<file path="config.mk">
export PLATFORM = sky130hd
export DESIGN_NAME = mem_port_arbiter
export DESIGN_NICKNAME = d
export VERILOG_FILES = /design/src/rtl/mem_port_arbiter.sv
export SDC_FILE = /design/constraint.sdc
export NUM_CORES = 1
export LEC_CHECK = 0
export ABC_CLOCK_PERIOD_IN_PS = 900
export BUFFER_PORTS_ARGS = -buffer_cell sky130_fd_sc_hd__buf_2
export CAP_MARGIN = 20
export CORE_AREA = 2 2 79 81
export CTS_CLUSTER_SIZE = 8
export DETAILED_ROUTE_END_ITERATION = 16
export DIE_AREA = 0 0 81 83
export SLEW_MARGIN = 25
export SYNTH_ARGS = -nofsm -noshare
export SYNTH_HDL_FRONTEND = slang
export SYNTH_SLANG_ARGS = --single-unit
</file>
<file path="constraint.sdc">
create_clock -name CLK -period 0.9 [get_ports CLK]
set_input_delay 0.135 -clock CLK [delete_from_list [all_inputs] [get_ports CLK]]
set_output_delay 0.135 -clock CLK [all_outputs]
set_load 0.05 [all_outputs]
</file>
<file path="src/rtl/mem_port_arbiter.sv">
// Two-requester arbiter for a single synchronous memory port: data side has fixed priority,
// instruction side gets an optional starvation guard when MEM_ARB_STARVE_GUARD_EN is defined.
module mem_port_arbiter #(
    parameter int          AW         = 10,
    parameter int          DW         = 32,
    parameter int unsigned STARVE_MAX = 3
) (
    input  logic          CLK,
    input  logic          RST_X,
    input  logic          i_req,
    input  logic [AW-1:0] i_addr,
    output logic          i_gnt,
    output logic          i_rvalid,
    output logic [DW-1:0] i_rdata,
    input  logic          d_req,
    input  logic          d_we,
    input  logic [AW-1:0] d_addr,
    input  logic [DW-1:0] d_wdata,
    output logic          d_gnt,
    output logic          d_rvalid,
    output logic [DW-1:0] d_rdata,
    output logic          mem_en,
    output logic          mem_we,
    output logic [AW-1:0] mem_addr,
    output logic [DW-1:0] mem_wdata,
    input  logic [DW-1:0] mem_rdata
);

    logic i_win;
    logic d_win;
    logic i_force;
    logic rsp_i_reg;
    logic rsp_d_reg;

`ifdef MEM_ARB_STARVE_GUARD_EN
    localparam logic [3:0] STARVE_LIM = 4'(STARVE_MAX);

    logic [3:0] starve_reg;
    logic [3:0] starve_next;

    // I overrides D once it has been refused STARVE_LIM cycles in a row.
    assign i_force = i_req && (starve_reg == STARVE_LIM);

    always_comb begin
        starve_next = 4'd0;
        if (i_req && !i_gnt) begin
            starve_next = (starve_reg >= STARVE_LIM) ? STARVE_LIM : starve_reg + 4'd1;
        end
    end

    always_ff @(posedge CLK or negedge RST_X) begin
        if (!RST_X) begin
            starve_reg <= 4'd0;
        end else begin
            starve_reg <= starve_next;
        end
    end
`else
    logic [3:0] unused_starve_max;

    assign unused_starve_max = 4'(STARVE_MAX);
    assign i_force           = 1'b0;
`endif

    assign i_win = i_req && (!d_req || i_force);
    assign d_win = d_req && !i_win;

    // Grants are masked while reset is held so the memory sees no access.
    assign i_gnt = i_win && RST_X;
    assign d_gnt = d_win && RST_X;

    assign mem_en    = i_gnt || d_gnt;
    assign mem_we    = d_gnt && d_we;
    assign mem_addr  = i_gnt ? i_addr : d_addr;
    assign mem_wdata = d_wdata;

    always_ff @(posedge CLK or negedge RST_X) begin
        if (!RST_X) begin
            rsp_i_reg <= 1'b0;
            rsp_d_reg <= 1'b0;
        end else begin
            rsp_i_reg <= i_gnt;
            rsp_d_reg <= d_gnt && !d_we;
        end
    end

    assign i_rvalid = rsp_i_reg;
    assign d_rvalid = rsp_d_reg;
    assign i_rdata  = mem_rdata;
    assign d_rdata  = mem_rdata;

endmodule

</file>
==> results list, run 1 <==
- The HPWL after detailed placement is 1420 um.
- The clock network burns 39.0% of the power.
* Maximum VDD drop: 814 uV
- Comb pwr share: 50.2%
- Die Outline Area: 6720 um^2
- Setup violations remaining at the end of the flow were counted as 10.
* WP depth: 4
* Share of the yosys chip area belonging to registers: 5.10%
- OpenSTA, run right after detailed placement, puts the worst setup slack at -0.315 ns.
* Final cell count without fillers: 141
- Reg area: 50.0 um^2
- The worst hold path was traced through 2 stages.
- In this run the vertical extent of the chip is 83 um.
- Final Hold Viols: 0
* M1 GR Usage: 0.982%
- Once routing completed, OpenROAD measured the worst setup slack at -0.193 ns.
* Number of max-capacitance violations reported: 0
- Data on the critical path is required at its endpoint by 0.76 ns.
- STA classifies the critical path endpoint as a primary output.
- Post-route DRC: 0
* Violations in the final reports: negative setup slack
* Maximum fanout count along the critical path: 6
- 201 I/O pins were placed.
- Global-route usage over all layers: 4.55%
* TritonCTS Buffers: 3
- Actual slew at the worst max-slew pin: 0.156 ns
- The initialized floorplan defines 28 standard-cell rows.
- After global routing the overflow that remains totals 0.
* Switching Power: 0.306 mW
- Largest incremental delay on the critical path: 0.34 ns
- Post-synthesis average cell area: 8.53 um^2
- At the end of routability-driven placement, the weighted congestion stood at 0.479.
* Final antenna-violating net count: 0
* Syn Inst Count: 115
* Fraction of the core area covered by cells at the end of the flow: 13.0%
- Derived from the worst setup path, the maximum achievable clock frequency is 915 MHz.
- Met2 GRT Util: 8.34%
- Buffers placed on the I/O ports in this run total 40.
- Slew Viols, Final: 0
- Walking the worst path, the cells encountered are buf_8 -> nand3b_4 -> mux2_4 -> buf_8.
- Registers are responsible for 10.8% of the overall power.
- Headroom to the max-slew limit came out at 89.6%.
- Core region area: 5820 um^2
- After routing the design area is 756 um^2.
- After detailed routing, the average wire length per cell comes to 13.9 um.
* Critical path launch point: d_req
- Cell leakage power: 0.405 nW
* Library cells used by synthesis: 11
- #FFs+latches synth: 2
- Initial standard-cell utilization of the core: 16.9%
- The most numerous cell type found on the critical path is buf_8.
- For this run, the number of Yosys warnings is 0.
- The internal power of the cells totals 0.575 mW.
- Total setup buffers inserted after CTS: 0
* Hold Startpoint: d_we
- Buf/Inv on CP: 2
- Slowest cell on crit path: mux2_4
- RSZ-0062 raised after global routing: true
- Type of the worst setup path: in -> out
- The first global-routing pass estimated 2190 um of wire.
- Total negative slack: -1.70 ns
- Initial antenna violation count: 0
* Clock slew seen by the registers of the worst setup and hold paths: 0.02 ns
* Share of post-route cells with drive strength above 1: 90.9%
* Level count of the clock H-tree: 1
- Count of antenna diodes in the layout: 0
* CTS tree: done
* Largest net degree at the start of global routing: 7
* Met3 Usage GRT: 5.00%
* Busiest layer in global routing: met2
- Top Family by Delay on Critical Path: multiplexers
- The clock passes through at most 2 buffers.
* Vias in the first global route: 415
- From left edge to right edge, the die measures 81 um.
- Count of nets after finishing: 157
- STA classifies the critical path startpoint as an input pin.
- Summing over every cut layer, the via total after detailed routing is 459.
- WP data arrival: 0.96 ns
- Cell Area, Synth: 981 um^2
* Count of placed standard cells including taps: 136
- Area of placed instances: 566 um^2
- CTS Root Buffer Type: clkbuf_8
- The flow ran to the end, but the final reports show violations.
- The routed design could run at a clock period as short as 1.09 ns.
* Pwr Density: 1170 nW/um^2
- Path category of the worst min-delay check: in -> reg
- Number of filler instances in the final layout: 647
* Aggregate routed wire length: 1950 um
- The first detailed-routing pass took 4 iterations.
- From synthesis to final layout, the design area changed by -23.0%.
- After layout, the worst path uses 121% of the clock period.
- After the first detailed-routing iteration, the DRC count stood at 6.
- Net Count, Synth: 204
- Vias per Instance: 3.26
- Of the total power, the share spent switching nets is 34.7%.
- Clock tree synthesis found a total of 2 sinks.
* Multi-input gate area in the final layout: 219 um^2
## registers in the layout, indices dropped and copies added (netlist names)
name and flops:
i_rvalid 1, d_rvalid 1
## logic make-up after synthesis
| logic type | synth area share [%] |
|---|---|
| buffers and inverters | 75.0 |
| multiplexers | 14.9 |
| AND/OR/NAND/NOR | 4.21 |
| AO/OA/AOI/OAI | 0.766 |
| flip-flops | 5.10 |
## cell type report
cell class | count | area share, %
multi-input combinational | 16 | 29.0
sequential | 2 | 6.62
clock buffer | 3 | 5.46
inverter | 1 | 0.497
tap | 75 | 12.4
timing repair buffer | 44 | 46.0
## power groups by stage
stage	sequential, mW	clock, mW	combinational (mW)
floorplan	0.108	0	1.38
global placement	0.0956	0	0.348
detailed placement	0.0956	0	0.351
CTS	0.0950	0.358	0.435
global route	0.0951	0.375	0.458
finish	0.0951	0.344	0.442
## Yosys cell counts
| cell type | instances | area, um^2 |
|---|---|---|
| inv_1 | 1 | 3.75 |
| buf_6 | 1 | 11.3 |
| buf_4 | 96 | 721 |
| o21a_1 | 1 | 7.51 |
| mux2_4 | 9 | 135 |
| and3_2 | 1 | 7.51 |
| dfrtp_1 | 2 | 50.1 |
| and2_2 | 1 | 7.51 |
| nand3b_4 | 1 | 20.0 |
| nor2b_1 | 1 | 6.26 |
| mux2_2 | 1 | 11.3 |
## placed cells by master (no fill, tap or decap)
cell           instances
buf_2                 21
buf_6                 12
mux2_4                 9
buf_4                  7
clkbuf_8               3
buf_8                  3
nand3b_4               2
dfrtp_1                2
inv_1                  1
and2_2                 1
nor2b_1                1
o21a_1                 1
and3_4                 1
mux2_2                 1
dlygate4sd3_1          1
## per-layer routing
metal  part of all wire (%)  vias up
met5                      0        -
met4                    9.6        0
met3                     27       24
met2                     47       87
met1                     17      182
li1                       -      166
## final timing paths
kind | end | slack, ns
min | d_rvalid | 0.11
max in group asynchronous | d_rvalid | 0.34
min in group asynchronous | i_rvalid | 0.43
max | mem_addr[2] | -0.19
## what timing repair did
item,in CTS,in global routing
hold endpoints to repair,2,0
hold buffers,1,0
setup endpoints to repair,15,12
cloned,1,0
resized for setup,36,3
pin swaps,1,0
## per-stage QoR
step	power (mW)	hold WS [ns]
5_1_grt	0.928	0.109
6_report	0.881	0.108
4_1_cts	0.888	0.0955
3_5_place_dp	0.447	0.0672
2_1_floorplan	1.49	-0.161
3_3_place_gp	0.444	0.0675
Power figures use the tool's default switching activity.
==> run 2, diff against run 1 <==
- GPL_ROUTABILITY_DRIVEN: not set -> 1
- PLACE_DENSITY_LB_ADDON: not set -> 0.1
==> results list, run 2 (synthesis results as in run 1) <==
- Headroom to the max-slew limit: 89.7% (+0.11 points)
* Final antenna-violating net count: 0 (unchanged)
* Largest net degree at the start of global routing: 7 (unchanged)
- The buffer levels on the longest clock path was 2 (unchanged).
- The instance area at placement was 573 um^2 (+1.3%).
* Worst setup slack after layout: -0.190 ns (+0.00285 ns)
- Aggregate routed wire length: 1990 um (+1.9%)
- The overall die width was 81 um (unchanged).
* Core region area: 5820 um^2 (unchanged)
* Number of max-capacitance violations reported: 0 (unchanged)
- The worst hold path begins at d_we.
- The total instance count after detailed placement is 137 (+0.74%).
- The worst setup path is launched from an input pin.
- Type of the worst setup path: in -> out
- Top-level I/O count: 201 (unchanged)
- The number of vias in the routed layout is 471 (+2.6%).
- Share of post-route cells with drive strength above 1: 91.0% (+0.14 points)
* Pwr Density: 1160 nW/um^2 (-0.20%)
- Total setup buffers inserted after CTS: 0 (unchanged)
* Most frequent cells in the layout: buf_2 (21), buf_6 (13), mux2_4 (10)
* Initial antenna violation count: 0 (unchanged)
- Element type at the critical path end: primary output
- The arrival time reported for the critical path endpoint was 0.95 ns (about the same).
- Count of buffers from port buffering: 40 (unchanged)
- Actual slew at the worst max-slew pin: 0.154 ns (-0.00164 ns)
* RSZ-0062 raised after global routing: true
* Final setup violation count: 10 (unchanged)
* Violations in the final reports: negative setup slack
- Die Outline Area: 6720 um^2 (unchanged)
* Vert. Die Dim: 83 um (unchanged)
- The number of cells in the finished layout apart from fillers came to 142 (+0.71%).
* Crit path required time: 0.76 ns (about the same)
- Total clock sinks: 2 (unchanged)
- TritonCTS built the clock tree.
- Number of DRC violations after detailed-routing iteration 0: 0 (-6)
* Level count of the clock H-tree: 1 (unchanged)
- The cell count of the worst hold path was 2 (unchanged).
- Final critical delay including setup and external delays: 1.09 ns (-0.00285 ns)
- Vias in the first global route: 522 (+26%)
- CTS Root Buffer Type: clkbuf_8
* Top achievable clock speed: 918 MHz (+0.26%)
- The iteration count of the initial detailed-routing pass is 1 (-3).
- The peak supply drop came to 269 uV (-67%).
- The clock slew seen by the registers of the worst setup and hold paths is 0.03 ns (about the same).
* Outcome: finished, violations left
- Number of filler instances in the final layout: 672 (+3.9%)
- Path category of the worst min-delay check: in -> reg
* Slew Viols, Final: 0 (unchanged)
- Area Overhead vs Synth: -21.7%
* Final Cycle Share: 121% (-0.32 points)
- Total negative slack: -1.65 ns (+0.0470 ns)
- The final antenna diode count came to 0 (unchanged).
- Overflow left after global routing: 0 (unchanged)
- Vias per Instance: 3.32 (+1.9%)
* Wire length of the first global-routing pass: 2600 um (+19%)
- The number of endpoints with negative hold slack in the final report is 0 (unchanged).
- Final std cell area, no fill: 768 um^2 (+1.7%)
* Row Count: 28 (unchanged)
* Maximum fanout count along the critical path: 6 (unchanged)
- Cell leakage power: 0.418 nW (+3.3%)
- Routability-driven placement congestion ratio: 0.580 (+21%)
- Count of nets after finishing: 158 (+0.64%)
- Leading cell type in the layout, fill and taps excluded: buf_2
- HPWL after detailed placement: 1530 um (+7.2%)
- The initial core utilization came to 16.9% (unchanged).
* Final Hold Slack: 0.104 ns (-0.00400 ns)
* Worst Hold Path EP: d_rvalid
* Global-route usage over all layers: 4.99% (+0.44 points)
- The count of unresolved DRC violations after routing is 0 (unchanged).
* Routed WL per cell: 14.0 um (+1.2%)
* Fraction of the core area covered by cells at the end of the flow: 13.2% (+0.22 points)
- TritonCTS Buffers: 3 (unchanged)
[run 2: worst max-delay path, cell delays in order]
cell	delay, ns
buf_6	0.10
nand3b_4	0.22
mux2_4	0.35
buf_8	0.15
[run 2: worst max path at each step]
| stage | startpoint | end | cells past startpoint |
|---|---|---|---|
| finish | d_req | mem_addr[0] | 4 |
| global route | d_req | mem_addr[0] | 4 |
| CTS | d_req | mem_addr[0] | 4 |
| detailed placement | d_req | mem_addr[0] | 4 |
| global placement | d_req | mem_addr[7] | 4 |
| floorplan | d_req | mem_addr[0] | 3 |
[run 2: routing by layer]
| layer | wire, um | part of all wire (%) | GRT usage, % |
|---|---|---|---|
| met4 | 194 | 9.7 | 6.93 |
| met3 | 511 | 26 | 3.91 |
| met2 | 852 | 43 | 8.04 |
| met1 | 434 | 22 | 2.56 |
| met5 | 0 | 0 | 0 |
[run 2: final cells by class]
class / instances / area, um^2 / area share (%)
sequential: 2 / 50.0 / 6.51
clock buffer: 3 / 41.3 / 5.37
tap: 75 / 93.8 / 12.2
timing repair buffer: 45 / 359 / 46.7
multi-input combinational: 16 / 220 / 28.7
inverter: 1 / 3.75 / 0.489
[run 2: power by group]
group	total (mW)	leakage, nW	internal, mW	switching (mW)
sequential	0.0949	0.0269	0.0941	0.000783
clock	0.350	0.0216	0.283	0.0675
combinational	0.449	0.370	0.205	0.244
total	0.893	0.418	0.582	0.312
[run 2: what timing repair did]
item                                    CTS  global route
endpoints found under the setup margin   15            12
resized for setup                        38             2
cloned                                    1             0
pin swaps                                 2             0
hold buffers                              1             0
endpoints found under the hold margin     2             0
[run 2: per-stage QoR]
stage	total power [mW]	setup slack, ns
3_5_place_dp	0.452	-0.331
4_1_cts	0.905	-0.193
6_report	0.893	-0.190
5_1_grt	0.934	-0.215
3_3_place_gp	0.458	-0.334
2_1_floorplan	1.49	-0.0421
==> run 3, diff against run 2 <==
- MAX_ROUTING_LAYER: not set -> met4
- PLACE_DENSITY_LB_ADDON: 0.1 -> 0.25
==> results list, run 3 (synthesis results as in run 1) <==
* Hold Startpoint: d_we
- Slew Viols, Final: 0 (unchanged)
- Leading cell type in the layout, fill and taps excluded: buf_2
- Cell leakage power: 0.413 nW (-1.2%)
* Post-route DRC: 0 (unchanged)
- The iteration count of the initial detailed-routing pass is 2 (+1).
- The number of vias in the routed layout came to 442 (-6.2%).
- CTS tree: done
- The peak supply drop came to 552 uV (+110%).
- The worst setup path is captured at a primary output.
* Maximum fanout count along the critical path: 6 (unchanged)
* Level count of the clock H-tree: 1 (unchanged)
* Share of post-route cells with drive strength above 1: 91.0% (unchanged)
- HPWL after detailed placement: 1370 um (-10%)
- The largest incremental delay on the critical path was 0.34 ns (about the same).
- The initial core utilization is 16.9% (unchanged).
* Vert. Die Dim: 83 um (unchanged)
- The timing-limited maximum frequency was 936 MHz (+2.0%).
* Number of max-capacitance violations reported: 0 (unchanged)
- The clock slew seen by the registers of the worst setup and hold paths came to 0.03 ns (about the same).
- Total clock sinks: 2 (unchanged)
* Final antenna-violating net count: 0 (unchanged)
- Aggregate routed wire length: 1740 um (-13%)
- Clock tree synthesis selected as its root buffer the cell clkbuf_8.
- Final Hold Slack: 0.0945 ns (-0.00913 ns)
- The DRC violation total after the first TritonRoute iteration is 1 (+1).
* Wire length of the first global-routing pass: 2110 um (-19%)
- The tightest min-delay check is of the in -> reg type.
- Worst hold path depth: 2 (unchanged)
* Actual slew at the worst max-slew pin: 0.144 ns (-0.0104 ns)
- Most frequent cells in the layout: buf_2 (21), buf_6 (13), mux2_4 (9)
* WP data arrival: 0.93 ns (-0.02 ns)
* Worst Setup Start Kind: input pin
* Largest net degree at the start of global routing: 7 (unchanged)
- The count of input and output buffers was 40 (unchanged).
- Top-level I/O count: 201 (unchanged)
* Number of filler instances in the final layout: 661 (-1.6%)
* Final setup violation count: 10 (unchanged)
- The total power was 0.877 mW (-1.8%).
* RSZ-0062 raised after global routing: true
- Vias per Instance: 3.11 (-6.2%)
- TritonCTS Buffers: 3 (unchanged)
* Area Overhead vs Synth: -22.1%
- Worst setup slack after layout: -0.168 ns (+0.0218 ns)
- Fraction of the core area covered by cells at the end of the flow: 13.1% (-0.065 points)
- Routability-driven placement congestion ratio: 0.548 (-5.4%)
- Area of placed instances: 573 um^2 (unchanged)
- The flow ran to the end, but the final reports show violations.
- The final global-route overflow total came to 0 (unchanged).
* Routed WL per cell: 12.2 um (-13%)
* Count of nets after finishing: 158 (unchanged)
- The part of the cycle the worst path needs came to 119% (-2.4 points).
- The final reports fail on negative setup slack.
* Final critical delay including setup and external delays: 1.07 ns (-0.0218 ns)
- The site row count is 28 (unchanged).
- Count of antenna diodes in the layout: 0 (unchanged)
* Final std cell area, no fill: 764 um^2 (-0.49%)
- The buffer levels on the longest clock path was 2 (unchanged).
- Headroom to the max-slew limit: 90.4% (+0.69 points)
* Ordered cell list for the critical path: buf_6 -> nand3b_4 -> mux2_4 -> buf_8
- The area of the core region was 5820 um^2 (unchanged).
* Slowest cell on crit path: mux2_4
* Critical path launch point: d_req
- Pwr Density: 1150 nW/um^2 (-1.4%)
* Crit path required time: 0.76 ns (about the same)
- The number of endpoints with negative hold slack in the final report was 0 (unchanged).
* Initial antenna violation count: 0 (unchanged)
- Floorplan die width: 81 um (unchanged)
- The overall routing resource usage is 4.13% (-0.86 points).
- Type of the worst setup path: in -> out
- Die Outline Area: 6720 um^2 (unchanged)
* Vias in the first global route: 482 (-7.7%)
==> run 3: repair_timing <==
action / CTS / global route
hold endpoints to repair: 2 / 0
hold buffers: 1 / 0
setup endpoints to repair: 15 / 12
setup buffers: 0 / 1
resized for setup: 36 / 4
pin swaps: 1 / 2
gates cloned: 1 / 0
==> run 3: worst paths after layout <==
path	to	slack, ns
max in group asynchronous	i_rvalid	0.36
min	d_rvalid	0.09
max	mem_addr[0]	-0.17
min in group asynchronous	d_rvalid	0.41
==> run 3: layout make-up <==
| class | count | area (um^2) | area share, % |
|---|---|---|---|
| timing repair buffer | 45 | 359 | 47.0 |
| multi-input combinational | 16 | 216 | 28.3 |
| tap | 75 | 93.8 | 12.3 |
| sequential | 2 | 50.0 | 6.55 |
| clock buffer | 3 | 41.3 | 5.40 |
| inverter | 1 | 3.75 | 0.491 |
==> run 3: metal layers <==
metal / routed length, um / GRT usage [%]
met5: 0 / -
met4: 243 / 7.40
met3: 424 / 2.39
met2: 726 / 6.61
met1: 344 / 1.64
==> run 3: report_power, final <==
group	total, mW	leakage (nW)	switching, mW	internal, mW
clock	0.342	0.0216	0.0601	0.282
combinational	0.440	0.365	0.237	0.203
sequential	0.0950	0.0269	0.000875	0.0941
total	0.877	0.413	0.298	0.579
==> run 3: critical path: cells and delay by family <==
family	cells	cell delay (ns)
buf+inv	2	0.25
mux	1	0.34
simple gates	1	0.21
==> run 3: metrics by stage <==
| stage | instances | TNS (ns) | worst slack [ns] |
|---|---|---|---|
| floorplan | 115 | -0.388 | -0.0421 |
| global placement | 137 | -3.13 | -0.294 |
| detailed placement | 137 | -3.29 | -0.311 |
| CTS | 142 | -1.64 | -0.183 |
| global route | 142 | -1.77 | -0.195 |
| finish | 142 | -1.53 | -0.168 |
